### src/rtl/control_sequencer.sv
// control_sequencer: hardwired T0..T7 fetch/execute control unit for the lab CPU
// Ports: clock, Clear (sync active-low reset), IR (opcode IR[31:27]), Stop (halt request sampled in T0),
//   Run (1 while sequencing), bus drivers PCout/Zlowout/MDRout/Rout/BAout/Cout,
//   register loads PCin/MARin/MDRin/IRin/Yin/Zlowin/Rin, strobes IncPC/Read/Write/Gra/Grb/Grc,
//   CONTROL (ALU op), state_dbg (RESET=0, T0..T7=1..8, HALT=9).
// Macro CTRL_SINGLE_STEP_EN adds input Step: T0 idles with strobes low until Step=1.
module control_sequencer #(
  parameter int         MEM_WAIT = 1,
  parameter logic [4:0] ALU_ADD  = 5'd2,
  parameter logic [4:0] ALU_SUB  = 5'd3,
  parameter logic [4:0] ALU_AND  = 5'd4,
  parameter logic [4:0] ALU_OR   = 5'd5
) (
  input  logic        clock,
  input  logic        Clear,
  input  logic [31:0] IR,
  input  logic        Stop,
`ifdef CTRL_SINGLE_STEP_EN
  input  logic        Step,
`endif
  output logic        Run,
  output logic        PCout,
  output logic        Zlowout,
  output logic        MDRout,
  output logic        Rout,
  output logic        BAout,
  output logic        Cout,
  output logic        PCin,
  output logic        MARin,
  output logic        MDRin,
  output logic        IRin,
  output logic        Yin,
  output logic        Zlowin,
  output logic        Rin,
  output logic        IncPC,
  output logic        Read,
  output logic        Write,
  output logic        Gra,
  output logic        Grb,
  output logic        Grc,
  output logic [4:0]  CONTROL,
  output logic [3:0]  state_dbg
);
  typedef enum logic [3:0] {RESET = 4'd0, T0, T1, T2, T3, T4, T5, T6, T7, HALT} state_t;
  localparam int CW = MEM_WAIT > 1 ? $clog2(MEM_WAIT) : 1;
  localparam logic [18:0] PCO = 19'd1 << 18, ZO = 19'd1 << 17, MDRO = 19'd1 << 16, RO = 19'd1 << 15;
  localparam logic [18:0] BAO = 19'd1 << 14, CO = 19'd1 << 13, PCI = 19'd1 << 12, MARI = 19'd1 << 11;
  localparam logic [18:0] MDRI = 19'd1 << 10, IRI = 19'd1 << 9, YI = 19'd1 << 8, ZI = 19'd1 << 7;
  localparam logic [18:0] RI = 19'd1 << 6, INC = 19'd1 << 5, RD = 19'd1 << 4, WR = 19'd1 << 3;
  localparam logic [18:0] GRA = 19'd1 << 2, GRB = 19'd1 << 1, GRC = 19'd1;
  state_t state_q, state_d;
  logic [CW-1:0] cnt_q, cnt_d;
  logic [18:0] strb;
  logic [4:0] op;
  logic is_ld, is_ldi, is_st, is_alu, is_addi, is_halt, last, mem_rd, t0_on;
  logic unused_ir;
  assign op        = IR[31:27];
  assign unused_ir = ^IR[26:0];
  assign is_ld     = op == 5'b00000;
  assign is_ldi    = op == 5'b00001;
  assign is_st     = op == 5'b00010;
  assign is_alu    = op >= 5'b00011 && op <= 5'b00110;
  assign is_addi   = op == 5'b01100;
  assign is_halt   = op == 5'b11011;
  assign last      = cnt_q == CW'(MEM_WAIT - 1);
  assign mem_rd    = state_q == T1 || (state_q == T6 && is_ld);
`ifdef CTRL_SINGLE_STEP_EN
  // armed_q marks the one T0 cycle that follows a Step request
  logic armed_q, armed_d;
  assign t0_on = armed_q;
`else
  assign t0_on = 1'b1;
`endif
  always_comb begin
    state_d = state_q;
`ifdef CTRL_SINGLE_STEP_EN
    armed_d = 1'b0;
`endif
    case (state_q)
      RESET: state_d = T0;
`ifdef CTRL_SINGLE_STEP_EN
      T0: begin
        state_d = Stop ? HALT : armed_q ? T1 : T0;
        armed_d = !Stop && !armed_q && Step;
      end
`else
      T0: state_d = Stop ? HALT : T1;
`endif
      T1: state_d = last ? T2 : T1;
      T2: state_d = T3;
      T3: state_d = is_halt ? HALT : (is_ld || is_ldi || is_st || is_alu || is_addi) ? T4 : T0;
      T4: state_d = T5;
      T5: state_d = (is_ld || is_st) ? T6 : T0;
      T6: state_d = (is_st || last) ? T7 : T6;
      T7: state_d = T0;
      default: state_d = state_q;
    endcase
    cnt_d = (mem_rd && state_d == state_q) ? cnt_q + CW'(1) : '0;
  end
  always_ff @(posedge clock) begin
    if (!Clear) begin
      state_q <= RESET;
      cnt_q   <= '0;
`ifdef CTRL_SINGLE_STEP_EN
      armed_q <= 1'b0;
`endif
    end else begin
      state_q <= state_d;
      cnt_q   <= cnt_d;
`ifdef CTRL_SINGLE_STEP_EN
      armed_q <= armed_d;
`endif
    end
  end
  always_comb begin
    strb = '0;
    case (state_q)
      T0: strb = t0_on ? (PCO | MARI | INC | ZI) : '0;
      T1: strb = ZO | PCI | RD | MDRI;
      T2: strb = MDRO | IRI;
      T3: strb = (is_ld || is_ldi || is_st) ? (GRB | BAO | YI) : (is_alu || is_addi) ? (GRB | RO | YI) : '0;
      T4: strb = is_alu ? (GRC | RO | ZI) : (CO | ZI);
      T5: strb = (is_ld || is_st) ? (ZO | MARI) : (ZO | GRA | RI);
      T6: strb = is_st ? (GRA | RO | MDRI) : (RD | MDRI);
      T7: strb = is_st ? WR : (MDRO | GRA | RI);
      default: strb = '0;
    endcase
  end
  assign {PCout, Zlowout, MDRout, Rout, BAout, Cout, PCin, MARin, MDRin, IRin, Yin, Zlowin, Rin,
          IncPC, Read, Write, Gra, Grb, Grc} = strb;
  assign CONTROL   = state_q != T4 ? 5'd0 : !is_alu ? ALU_ADD : op == 5'b00011 ? ALU_ADD :
                     op == 5'b00100 ? ALU_SUB : op == 5'b00101 ? ALU_AND : ALU_OR;
  assign Run       = state_q != RESET && state_q != HALT;
  assign state_dbg = state_q;
endmodule

### config.mk
export PLATFORM = sky130hd
export DESIGN_NAME = control_sequencer
export DESIGN_NICKNAME = d
export VERILOG_FILES = /design/src/rtl/control_sequencer.sv
export SDC_FILE = /design/constraint.sdc
export NUM_CORES = 1
export LEC_CHECK = 0
export BUFFER_PORTS_ARGS = -buffer_cell sky130_fd_sc_hd__buf_4
export CAP_MARGIN = 15
export CORE_ASPECT_RATIO = 0.5
export CORE_UTILIZATION = 25
export DETAILED_ROUTE_END_ITERATION = 7
export MAX_ROUTING_LAYER = met4
export PLACE_DENSITY = 0.66
export SLEW_MARGIN = 30
export SYNTH_ARGS = -nofsm -noshare
export SYNTH_HDL_FRONTEND = slang
export SYNTH_SLANG_ARGS = --single-unit
### constraint.sdc
create_clock -name clock -period 1.3 [get_ports clock]
set_clock_uncertainty 0.1 [all_clocks]
set_input_delay 0.065 -clock clock [delete_from_list [all_inputs] [get_ports clock]]
set_output_delay 0.065 -clock clock [all_outputs]
set_load 0.01 [all_outputs]
==> run summary, run 1 <==
status - complete, but fails checks
failing checks - setup timing
Port Buf Inserts - 34
#FFs+latches synth - 5
Synth-to-Final Area Change - 101%
multi-input logic area - 766 sq um
met2 Usage GRT - 34.1%
Period Utilization, post-route - 120%
delay-heaviest family, CP - compound AO/OA/AOI/OAI gates
CP bufs+invs - 2
Post-Syn Area per Cell - 6.70 sq um
detailed-route vias per instance - 4.93
Core ar. - 0.00275 sq mm
crit path cell chain - buf_6 -> nor3b_2 -> a21oi_1 -> o32a_1 -> o21ai_2 -> buf_4
gr busiest metal - met2
total routed wirelength - 3190 um
Die Ht - 41.3 um
ANT cells - 0
CP arrival - 1.40 ns
Top Ports - 64
cell leakage power - 0.711 nW
Net count, final - 211
Max VDD drop - 0.504 mV
Inst Count DP - 197
crit path time final - 1.56 ns
Max clock buf depth - 2
CTS Hold Bufs - 0
largest net degree at the start of global routing - 12
commonest non-fill, non-tap cell in the layout - buf_4
row count - 13
via count - 1045
Starting Density - 28.0%
Layout fillers - 232
CTS Root Buffer Type - clkbuf_8
total gr overflow - 0
Setup Crit Path Kind - reg2out
Final Hold Viols - 0
All-Layer GR Usage - 19.3%
post-synth cell types - 40
DRC violations left - 0
cell area after synthesis - 771 sq um
Critical Path RT - 1.13 ns
Placed Area - 0.00119 sq mm
Register Area - 115 sq um
Die Wd - 80.5 um
Slew Viols, Final - 0
Setup WS post-layout - -0.261 ns
Crit. End Element - output port
first-pass GRT wire length - 4410 um
total of max-cap violations - 0
CP max stage cell - dfxtp_4
CTS HTree Levels - 1
CP max stage delay - 0.36 ns
Worst Path Max Fanout - 5
unrepaired setup endpoints after global routing - yes
CTS tree - yes
Pwr per Cell Area - 688 mW/mm^2
initial antenna violation count - 0
min-delay worst type - in2reg
wire per inst - 15.1 um
hpwl dp - 1940 um
Pre-Repair DR Iteration Count - 5
sequential share of the synthesized area - 13.0%
met3 usage - 4.22%
Final ANT Viol Nets - 0
# setup viols final - 25
first-iteration detailed-routing DRC count - 26
CP Launch Type - flip-flop
cells after synthesis - 115
final non-filler cell total - 212
Die ar. - 0.00332 sq mm
clk sinks - 5
vias in the first global route - 933
Finished Cell Area - 0.00155 sq mm
total CTS buffers - 3
fmax - 641 MHz
GR Util met1 - 22.0%
layout cells sized above 1 - 68.6%
post-route setup TNS - -3.22 ns
Worst-Skew Late Latency - 0.22 ns
Clock transition at path regs - 0.04 ns
most frequent cells in the layout - 54 x buf_4, 13 x buf_6, 9 x nand2_1
RD Place Congestion - 0.886
warning count from the yosys run - 0
[Yosys cell counts]
cell type | n | area share [%]
a32oi_1 | 1 | 1.1
o2111ai_1 | 1 | 1.1
and2b_1 | 2 | 1.9
nand2b_1 | 8 | 6.5
a211o_1 | 1 | 1.1
and2_1 | 1 | 0.81
a2111oi_4 | 1 | 3.6
nand2_1 | 12 | 5.8
nand4_1 | 1 | 0.81
nor2_1 | 17 | 8.3
nand3b_1 | 1 | 0.97
and3_2 | 1 | 0.97
a21oi_1 | 9 | 5.8
o21ai_0 | 6 | 3.9
xnor2_1 | 1 | 1.1
nor3_1 | 4 | 2.6
o32ai_1 | 1 | 1.1
a21boi_2 | 1 | 1.5
o32a_1 | 1 | 1.3
nor4_2 | 1 | 1.6
conb_1 | 1 | 0.49
nor2b_1 | 2 | 1.6
o311ai_0 | 2 | 2.3
inv_1 | 7 | 3.4
clkbuf_1 | 2 | 0.97
buf_4 | 5 | 4.9
or2_2 | 1 | 0.81
clkbuf_2 | 2 | 1.3
nand3_1 | 4 | 2.6
buf_6 | 3 | 4.4
a31oi_1 | 2 | 1.6
dfxtp_1 | 5 | 13
nor3b_1 | 1 | 0.97
nor3_4 | 1 | 2.1
o21a_1 | 1 | 0.97
a21bo_2 | 1 | 1.3
a21o_1 | 1 | 0.97
buf_2 | 1 | 0.65
a211oi_2 | 1 | 1.6
a2111oi_2 | 1 | 1.9
[repair_timing]
item / 4_1_cts / 5_1_grt
pin swaps: 5 / 9
setup endpoints to repair: 27 / 27
gates cloned: 0 / 0
hold endpoints to repair: 0 / 0
setup buffers: 6 / 6
resized for setup: 37 / 22
[stage by stage]
step	setup WS, ns	util [%]	total power, W	hold slack, ns
floorplan	-0.0225	-	0.000446	0.0582
global placement	-0.0717	43.2	0.000615	0.247
finish	-0.261	56.4	0.00107	0.0294
detailed placement	-0.0529	43.2	0.000619	0.246
CTS	-0.211	51.6	0.000998	0.0104
global route	-0.304	56.4	0.00113	0.0339
[worst paths after layout]
| check | from | to | slack (ns) | cells past startpoint |
|---|---|---|---|---|
| hold reg to reg | cnt_q$_SDFF_PN0_ | state_dbg[0]$_SDFF_PN0_ | 0.48 | 2 |
| hold / removal | Clear | state_dbg[0]$_SDFF_PN0_ | 0.03 | 3 |
| setup / recovery | state_dbg[2]$_SDFF_PN0_ | Gra | -0.26 | 6 |
| setup reg to reg | state_dbg[2]$_SDFF_PN0_ | state_dbg[1]$_SDFF_PN0_ | -0.11 | 6 |
[power breakdown]
part	switching (W)	internal (W)
Clock	0.0000798	0.000211
Combinational	0.000279	0.000301
Sequential	0.0000304	0.000166
[kinds of logic after synthesis]
kind of cell | share of synthesized area [%]
AO/OA/AOI/OAI | 31.3
XOR/XNOR | 1.14
buffers and inverters | 15.6
flip-flops | 13.0
other | 0.487
AND/OR/NAND/NOR | 38.5
[routing by layer]
layer  vias up  part of all wire [%]
li1        515                     -
met4         0                   1.4
met3         6                   4.2
met5         -                     0
met1       498                    42
met2        26                    52
[layout make-up]
type,count,area share (%)
multi-input combinational,92,49.4
timing repair buffer,67,35.6
sequential,5,7.43
tap,37,2.99
clock buffer,4,2.91
inverter,7,1.69
[worst reg2reg max path, stage by stage (launching register included)]
cell	delay, ns
dfxtp_4	0.36
buf_6	0.13
buf_4	0.13
inv_2	0.06
a21oi_2	0.07
a2111oi_4	0.37
a211oi_2	0.07
[flip-flops by register name, summed over array words and instances, names as in the netlist]
register,cells
state_dbg,4
cnt_q,1
Power figures use the tool's default switching activity.
==> inputs of run 2 (changes only) <==
--- a/config.mk
+++ b/config.mk
@@ -5,13 +5,14 @@
 export SDC_FILE = /design/constraint.sdc
 export NUM_CORES = 1
 export LEC_CHECK = 0
+export ABC_AREA = 1
 export BUFFER_PORTS_ARGS = -buffer_cell sky130_fd_sc_hd__buf_4
 export CAP_MARGIN = 15
 export CORE_ASPECT_RATIO = 0.5
 export CORE_UTILIZATION = 25
 export DETAILED_ROUTE_END_ITERATION = 7
 export MAX_ROUTING_LAYER = met4
-export PLACE_DENSITY = 0.66
+export PLACE_DENSITY = 0.7
 export SLEW_MARGIN = 30
 export SYNTH_ARGS = -nofsm -noshare
 export SYNTH_HDL_FRONTEND = slang
==> run summary, run 2 <==
largest net degree at the start of global routing - 9 (-3)
failing checks - setup timing
CTS Hold Bufs - 0 (unchanged)
cell leakage power - 0.650 nW (-8.6%)
Placed Area - 0.00101 sq mm (-15%)
Slew Viols, Final - 0 (unchanged)
CP dominant cell by count - nand2_2
Clock transition at path regs - 0.03 ns (about the same)
CP arrival - 1.25 ns (-0.15 ns)
Post-synth EDFFs - 0 (unchanged)
Finished Cell Area - 0.00131 sq mm (-15%)
commonest non-fill, non-tap cell in the layout - buf_4
Die Ht - 38.0 um (-7.8%)
first-iteration detailed-routing DRC count - 77 (+200%)
Critical Path RT - 1.13 ns (about the same)
Pre-Repair DR Iteration Count - 5 (unchanged)
CTS HTree Levels - 1 (unchanged)
Synth-to-Final Area Change - 102%
CTS tree - yes
Setup Crit Path Kind - reg2out
Port Buf Inserts - 34 (unchanged)
Final ANT Viol Nets - 0 (unchanged)
vias in the first global route - 846 (-9.3%)
CP bufs+invs - 3 (+1)
Layout fillers - 202 (-13%)
Post-Syn Area per Cell - 5.70 sq um (-15%)
CP max stage delay - 0.39 ns (+0.03 ns)
Pwr per Cell Area - 1760 mW/mm^2 (+160%)
# setup viols final - 23 (-8.0%)
initial antenna violation count - 0 (unchanged)
Core ar. - 0.00233 sq mm (-15%)
Crit. End Element - output port
Max VDD drop - 0.678 mV (+35%)
detailed-route vias per instance - 4.67 (-5.3%)
crit path cell chain - inv_4 -> nor2_4 -> nand2_2 -> inv_2 -> nand2_2 -> nand3_1 -> buf_4
Worst Path Max Fanout - 4 (-1)
cells after synthesis - 114 (-0.87%)
#FFs+latches synth - 5 (unchanged)
total routed wirelength - 2480 um (-22%)
first-pass GRT wire length - 3470 um (-21%)
final hold slack - 0.0208 ns (-0.00864 ns)
unrepaired setup endpoints after global routing - yes
row count - 12 (-1)
most frequent cells in the layout - 39 x buf_4, 13 x buf_6, 11 x nor2_4, 11 x inv_1, 11 x nand2_2
Synth Flop Type - dfxtp_1
All-Layer GR Usage - 17.0% (-2.3 points)
ys async rst share - 0% (unchanged)
total gr overflow - 0 (unchanged)
CTS Root Buffer Type - clkbuf_8
post-synth cell types - 23 (-43%)
RD Place Congestion - 0.838 (-5.4%)
wire per inst - 12.2 um (-19%)
hpwl dp - 1610 um (-17%)
post-synth top area share - 15.4% (+2.4 points)
Final Hold Viols - 0 (unchanged)
Net count, final - 204 (-3.3%)
via count - 948 (-9.3%)
Top Ports - 64 (unchanged)
sequential share of the synthesized area - 15.4% (+2.4 points)
ANT cells - 0 (unchanged)
Max clock buf depth - 2 (unchanged)
most common cell in the netlist - nand2_1
Starting Density - 27.9% (-0.13 points)
max reg flops - 4 (unchanged)
post-route setup TNS - -1.68 ns (+1.54 ns)
total CTS buffers - 3 (unchanged)
total power draw - 0.00231 W (+120%)
Util after Layout - 56.4% (about the same)
Period Utilization, post-route - 109% (-11 points)
Die Wd - 74.1 um (-8.0%)
Setup WS post-layout - -0.118 ns (+0.143 ns)
min-delay worst type - in2reg
warning count from the yosys run - 0 (unchanged)
crit path time final - 1.42 ns (-0.143 ns)
layout cells sized above 1 - 64.9% (-3.7 points)
CP max stage cell - dfxtp_4
Die ar. - 0.00282 sq mm (-15%)
CP Launch Type - flip-flop
top cells by count, synth - 18 x nand2_1, 15 x nor2_1, 13 x inv_1
DRC violations left - 0 (unchanged)
total of max-cap violations - 0 (unchanged)
dominant cells by area after synthesis - dfxtp_1 15%, nand2_1 10%, nor2_1 8.7%, nand3_1 7.7%, nor2_2 7.7%
status - complete, but fails checks
delay-heaviest family, CP - flip-flops
Synth area leader - dfxtp_1
clk sinks - 5 (unchanged)
fmax - 705 MHz (+10%)
cell area after synthesis - 649 sq um (-16%)
Worst-Skew Late Latency - 0.22 ns (about the same)
run 2: per-layer routing:
metal | part of all wire, % | track usage [%] | up-vias
li1 | - | - | 463
met1 | 42 | 19.7 | 448
met2 | 53 | 28.9 | 31
met3 | 3.5 | 2.63 | 6
met4 | 1.1 | 9.62 | 0
met5 | 0 | - | -
run 2: through the flow:
stage / cells / setup slack [ns]
2_1_floorplan: 116 / 0.0385
3_3_place_gp: 192 / -0.0540
3_5_place_dp: 192 / -0.0732
6_report: 203 / -0.118
4_1_cts: 200 / -0.110
5_1_grt: 203 / -0.189
run 2: where the power goes:
group          switching (W)  internal, W  leakage (nW)
registers           0.000122     0.000224        0.0440
logic               0.000828     0.000862         0.583
clock network      0.0000677     0.000210        0.0228
run 2: logic make-up (layout without fill, tap and decap cells):
| family | after synthesis | after routing | synth area share [%] |
|---|---|---|---|
| and+or+nand+nor | 67 | 67 | 53.4 |
| buffers and inverters | 25 | 77 | 16.8 |
| AOI/OAI and AO/OA | 15 | 15 | 12.5 |
| DFF | 5 | 5 | 15.4 |
| other | 1 | 3 | 0.577 |
| xor gates and xnor gates | 1 | 1 | 1.35 |
run 2: final timing paths:
kind,startpoint,to,slack (ns),cells past startpoint
worst max-delay path,state_dbg[1]$_SDFF_PN0_,Gra,-0.12,7
worst max register to register,state_dbg[1]$_SDFF_PN0_,state_dbg[0]$_SDFF_PN0_,-0.07,10
worst min register to register,cnt_q$_SDFF_PN0_,state_dbg[3]$_SDFF_PN0_,0.52,3
worst min-delay path,Clear,state_dbg[0]$_SDFF_PN0_,0.02,3
run 2: cell type report:
| cell class | count | area [sq um] | share of cell area [%] |
|---|---|---|---|
| timing repair buffer | 52 | 439 | 33.5 |
| sequential | 5 | 115 | 8.77 |
| multi-input combinational | 86 | 578 | 44.0 |
| tap | 35 | 43.8 | 3.34 |
| inverter | 21 | 91.3 | 6.96 |
| clock buffer | 4 | 45.0 | 3.43 |
run 2: worst min-delay path, delay by kind of cell:
kind	cells	cell delay, ns
buffers and inverters	2	0.14
AND/OR/NAND/NOR	1	0.09
run 2: repair_timing:
action                     CTS  global route
resized for setup           26            35
pin swaps                    6            14
setup endpoints to repair   23            25
cloned                       0             0
setup buffers                4             3
